**src/rtl/toy_bus_pkg.sv**
```systemverilog
// Shared ToyBusAck definitions: default field widths and the packed ack payload.
package toy_bus_pkg;

    localparam int unsigned TOY_BUS_ID_W   = 4;
    localparam int unsigned TOY_BUS_DATA_W = 256;
    localparam int unsigned TOY_BUS_SB_W   = 32;

    typedef struct packed {
        logic                      opcode;
        logic [TOY_BUS_DATA_W-1:0] data;
        logic [TOY_BUS_SB_W-1:0]   sideband;
        logic [TOY_BUS_ID_W-1:0]   src_id;
        logic [TOY_BUS_ID_W-1:0]   tgt_id;
    } toy_bus_ack_t;

    localparam int unsigned TOY_BUS_ACK_W = $bits(toy_bus_ack_t);

endpackage

```
**src/rtl/toy_bus_wrap_ptr.sv**
```systemverilog
// Circular index register that steps by one on inc and wraps explicitly at DEPTH-1,
// so non-power-of-two depths work.
module toy_bus_wrap_ptr #(
    parameter  int unsigned DEPTH = 4,
    localparam int unsigned PTR_W = $clog2(DEPTH)
) (
    input  logic             clk,
    input  logic             rst,
    input  logic             inc,
    output logic [PTR_W-1:0] ptr
);

    logic [PTR_W-1:0] ptr_q;
    logic [PTR_W-1:0] ptr_d;

    always_comb begin
        ptr_d = ptr_q;
        if (inc) begin
            ptr_d = (ptr_q == PTR_W'(DEPTH - 1)) ? '0 : ptr_q + PTR_W'(1);
        end
    end

    always_ff @(posedge clk or posedge rst) begin
        if (rst) begin
            ptr_q <= '0;
        end else begin
            ptr_q <= ptr_d;
        end
    end

    assign ptr = ptr_q;

endmodule

```
**src/rtl/toy_bus_ack_slice_fifo.sv**
```systemverilog
// First-word-fall-through decoupling FIFO behind the ToyBusAck arbiter; in0_rdy comes
// from stored state only, which cuts the arbiter's combinational ready path.
module toy_bus_ack_slice_fifo
    import toy_bus_pkg::*;
#(
    parameter  int unsigned DEPTH  = 4,
    parameter  int unsigned DATA_W = TOY_BUS_DATA_W,
    parameter  int unsigned SB_W   = TOY_BUS_SB_W,
    parameter  int unsigned ID_W   = TOY_BUS_ID_W,
    localparam int unsigned CNT_W  = $clog2(DEPTH + 1)
) (
    input  logic              clk,
    input  logic              rst,
    input  logic              in0_vld,
    output logic              in0_rdy,
    input  logic              in0_opcode,
    input  logic [DATA_W-1:0] in0_data,
    input  logic [SB_W-1:0]   in0_sideband,
    input  logic [ID_W-1:0]   in0_src_id,
    input  logic [ID_W-1:0]   in0_tgt_id,
    output logic              out0_vld,
    input  logic              out0_rdy,
    output logic              out0_opcode,
    output logic [DATA_W-1:0] out0_data,
    output logic [SB_W-1:0]   out0_sideband,
    output logic [ID_W-1:0]   out0_src_id,
    output logic [ID_W-1:0]   out0_tgt_id,
    output logic [CNT_W-1:0]  occupancy
);

    localparam int unsigned PTR_W = $clog2(DEPTH);
    localparam int unsigned PAY_W = 1 + DATA_W + SB_W + 2 * ID_W;

    logic [PAY_W-1:0] mem_q [DEPTH];
    logic [PAY_W-1:0] mem_d [DEPTH];
    logic [CNT_W-1:0] cnt_q;
    logic [CNT_W-1:0] cnt_d;
    logic [PTR_W-1:0] wr_ptr;
    logic [PTR_W-1:0] rd_ptr;
    logic [PAY_W-1:0] pay_in;
    logic             push;
    logic             pop;

    assign pay_in = {in0_opcode, in0_data, in0_sideband, in0_src_id, in0_tgt_id};

    // Ready is gated by reset so nothing is taken while the queue is being cleared.
    assign in0_rdy  = ~rst & (cnt_q != CNT_W'(DEPTH));
    assign out0_vld = (cnt_q != '0);
    assign push     = in0_vld & in0_rdy;
    assign pop      = out0_vld & out0_rdy;

    toy_bus_wrap_ptr #(.DEPTH(DEPTH)) u_wr_ptr (
        .clk (clk),
        .rst (rst),
        .inc (push),
        .ptr (wr_ptr)
    );

    toy_bus_wrap_ptr #(.DEPTH(DEPTH)) u_rd_ptr (
        .clk (clk),
        .rst (rst),
        .inc (pop),
        .ptr (rd_ptr)
    );

    always_comb begin
        mem_d = mem_q;
        cnt_d = cnt_q + CNT_W'(push) - CNT_W'(pop);
        if (push) begin
            mem_d[wr_ptr] = pay_in;
        end
    end

    always_ff @(posedge clk or posedge rst) begin
        if (rst) begin
            cnt_q <= '0;
            for (int i = 0; i < DEPTH; i++) begin
                mem_q[i] <= '0;
            end
        end else begin
            cnt_q <= cnt_d;
            mem_q <= mem_d;
        end
    end

    // Head is read straight from storage; stale when empty and qualified by out0_vld.
    assign {out0_opcode, out0_data, out0_sideband, out0_src_id, out0_tgt_id} = mem_q[rd_ptr];
    assign occupancy = cnt_q;

endmodule

```
**config.mk**
```make
export PLATFORM = sky130hd
export DESIGN_NAME = toy_bus_ack_slice_fifo
export DESIGN_NICKNAME = d
export VERILOG_FILES = /design/src/rtl/toy_bus_pkg.sv /design/src/rtl/toy_bus_wrap_ptr.sv /design/src/rtl/toy_bus_ack_slice_fifo.sv
export SDC_FILE = /design/constraint.sdc
export NUM_CORES = 2
export LEC_CHECK = 0
export CORE_ASPECT_RATIO = 0.75
export CORE_MARGIN = 4
export CORE_UTILIZATION = 40
export CTS_BUF_LIST = sky130_fd_sc_hd__clkbuf_4
export DETAILED_ROUTE_END_ITERATION = 12
export PLACE_DENSITY = 0.57
export SLEW_MARGIN = 10
export SYNTH_ARGS = -nofsm -noshare
export SYNTH_HDL_FRONTEND = slang
export SYNTH_HIERARCHICAL = 1
export SYNTH_SLANG_ARGS = --single-unit
```
**constraint.sdc**
```tcl
create_clock -name clk -period 98.3 [get_ports clk]
set_input_delay 9.83 -clock clk [delete_from_list [all_inputs] [get_ports clk]]
set_output_delay 9.83 -clock clk [all_outputs]
set_load 0.03 [all_outputs]
```
==> impl_metrics.tcl <==
set metrics [dict create \
    final_net_count 3994 \
    yosysTopAreaCellShare 0.560 \
    place_hpwl_um 86500 \
    initialDrtViolationCount 1202 \
    areaGrowthSynthToFinish_pct 21.1 \
    rr_startpoint "occupancy[2]" \
    area_of_the_core_um2 132000 \
    synthesis.nets 3214 \
    ir_drop_mv 0.0255 \
    outcome "finished clean" \
    sequential_group_share_of_total_power 0.339 \
    fmax_mhz 47.3 \
    fin_skew_ns 0.0749 \
    vias 29500 \
    ioPinCount 603 \
    yosys.cell_types.count 21 \
    holdPathStages 1 \
    most_common_cell_type_on_the_critical_path "clkdlybuf4s50_1" \
    port_buffers 602 \
    timing_worst_setup_path_type "in2out" \
    postRouteWirelength_um 139000 \
    layout_worst_path_cycle_share 0.215 \
    synth_common_cells "dfrtp_1 (1,195), mux2_2 (732), mux2_4 (460)" \
    global_route.overflow_total 0 \
    antenna_found_initial 42 \
    globalplace.congestion 0.757 \
    cts-root-to-sink-buffers 4 \
    timing_max_transition_violations_final 0 \
    synthesized_area_fraction_occupied_by_ao_oa_aoi_and_oai_cells 0 \
    rsz0062_at_grt "false" \
    finalNonFillerCells 5690 \
    path_cells "clkdlybuf4s50_1 > nor2_1 > clkdlybuf4s50_1" \
    cts.reportedPaths.clkPinSlew_ns 0.06 \
    cellLeakagePower_nw 28.8 \
    pwr-share-clk 0.170 \
    dieWidth_um 430 \
    clock_tree_from_tritoncts "done" \
    synth_xor_area_frac 0.000328 \
    globalRouteTotalUtil 0.200 \
    intPower_mw 1.65 \
    dominantRegCellSynth "dfrtp_1" \
    reg2reg_to "mem_q[697]" \
    final_layout_size_suffix_gt1_frac 0.524 \
    holdBufCountCts 0 \
    floorplan.die_area_um2 139000 \
    main_combinational_cell_family_by_area_after_synthesis "multiplexers" \
    core.rowCount 115 \
    proportion_of_register_bits_with_asynchronous_set_or_reset_after_synthesis 1.00 \
    max_stage_delay_ns 0.71 \
    cp-end-kind "primary output" \
    ant_nets 0 \
    floorplan.initialDensity 0.405 \
    cts_made_buffers 330 \
    relSlewSlack 0.229 \
    worst_r2r_path_depth 6 \
    finalHoldViolCount 0 \
    setup-tns-final_ns 0 \
    drt-wirelength-per-cell_um 24.4 \
    hold_start "mem_q[850]" \
    post_placement_cell_count 5111 \
    post_synth_mux_area_share 0.409 \
    post-cts-setup-buffers 0 \
    drt_drc_violations_left 0 \
    chipHeight_um 324 \
    timing_worst_slew_pin_value_ns 1.16 \
    post_synthesis_cells 2908 \
    switching_power_uw 943 \
    worst_path_max_delay_cell "clkdlybuf4s50_1" \
    combPwrFrac 0.491 \
    reg2reg_setup_slack_ns 93.43 \
    report.final.setup_viol 0 \
    finalCoreUtilization 0.490 \
    largest_net_degree_at_the_start_of_global_routing 189 \
    postSynthAreaPerCell_um2 18.4 \
    post-synth-top-count-cell "dfrtp_1" \
    grt_pass1_wl_um 215000 \
    post-route-min-period_ns 21.16 \
    crit_arrival_ns 11.33 \
    dr.pass1.iters 5 \
    sw_frac_of_total 0.364 \
    timing.hold.worst_endpoint "mem_q[850]" \
    min-delay-path-class "reg2reg" \
    placed_area_um2 60600 \
    post_synth_main_area_contributors "dfrtp_1 (56%), mux2_2 (15%), mux2_4 (13%)" \
    synthSimpleGateAreaFrac 0.00176 \
    cp_max_fo 5 \
    critPathRequiredTime_ns 88.47 \
    number_of_global_route_vias_before_repair 34600 \
    clk_root_buf "clkbuf_4" \
    maxCapViolCount 0 \
    synth-seq-area-share 0.560 \
    crit_path_start_kind "input port" \
    finish.instance_area_um2 64600 \
    synth_top_cell_by_area "dfrtp_1" \
    clock-sinks 1195 \
    ys_warn_count 6 \
    routed_via_density 5.18 \
    clock_insertion_delay_worst_skew_ns 1.30 \
    pwr_density_cell_nw_per_um2 40.1 \
    mappedNetlistArea_um2 53400 \
    synth-edff-count 0 \
    synth_adder_area_share 0.00131 \
    postCtsResizedCells 0 \
    synth_seq_cells 1195 \
    cts.htree.levels 5 \
]
## layout make-up
cell class / count / area, um2
antenna: 40 / 100
clock buffer: 488 / 3660
multi-input combinational: 1510 / 22000
fill: 11100 / 67200
clock inverter: 51 / 277
timing repair buffer: 645 / 6410
sequential: 1195 / 29900
tap: 1755 / 2200
inverter: 6 / 30.0
## cell families (layout without fill, tap and decap cells)
family | after synthesis | after routing
XOR/XNOR | 2 | 2
flip-flops | 1195 | 1195
AND/OR/NAND/NOR | 14 | 14
multiplexers | 1489 | 1489
other | 0 | 40
buffers and inverters | 203 | 1190
adder cells (fa/ha/maj) | 5 | 5
## how the worst max path moves through the flow
stage          start  endpoint  depth (start not counted)
3_3_place_gp     rst   in0_rdy                          3
2_1_floorplan    rst  mem_q[0]                          1
5_1_grt          rst   in0_rdy                          3
6_report         rst   in0_rdy                          3
3_5_place_dp     rst   in0_rdy                          3
4_1_cts          rst   in0_rdy                          3
## routing by layer
layer  global-route usage  share of wire
met5                    0        0.00081
met2                0.336           0.51
met1                0.234           0.40
met3               0.0607          0.055
met4               0.0957          0.038
## sequential cells by signal, summed over array words and instances (netlist names)
name          cells
mem_q          1188
occupancy         3
u_wr_ptr/ptr      2
u_rd_ptr/ptr      2
## cell usage in the layout, fill, tap and decap left out
cell                n
clkinv_2            5
xnor2_1             2
or4b_4              2
clkdlybuf4s50_1   602
clkinv_1           37
clkbuf_4          488
and2_1              2
dfrtp_4             2
mux2_4            460
buf_4              38
nor3_4              1
fa_1                1
inv_8               1
nor3b_2             1
nand2b_1            1
bufinv_16           3
dfrtp_1          1193
inv_2               6
or3_1               1
nand2_1             2
or4_4               1
mux4_2            297
inv_1               5
mux2_2            732
buf_12              5
diode_2            40
nor2_1              3
ha_1                4
## critical path: cells and delay by family
family / cells / cell delay, ns
buffers and inverters: 2 / 1.27
and+or+nand+nor: 1 / 0.24
## through the flow
stage | setup WS, ns | hold slack, ns | power [mW]
after floorplan | 54.92 | 0.474 | 1.73
after global placement | 77.03 | 0.481 | 2.12
after detailed placement | 77.13 | 0.488 | 2.17
after CTS | 77.12 | 0.502 | 2.63
after global routing | 77.05 | 0.509 | 2.73
final | 77.14 | 0.500 | 2.59
## power groups by stage
| stage | clock, mW | sequential (mW) | combinational, mW |
|---|---|---|---|
| after CTS | 0.458 | 0.879 | 1.29 |
| after floorplan | 0 | 0.836 | 0.891 |
| after global routing | 0.486 | 0.908 | 1.33 |
| after detailed placement | 0 | 0.886 | 1.29 |
| after global placement | 0 | 0.856 | 1.27 |
| final | 0.439 | 0.879 | 1.27 |
No activity file was read; power rests on OpenSTA's default activity.
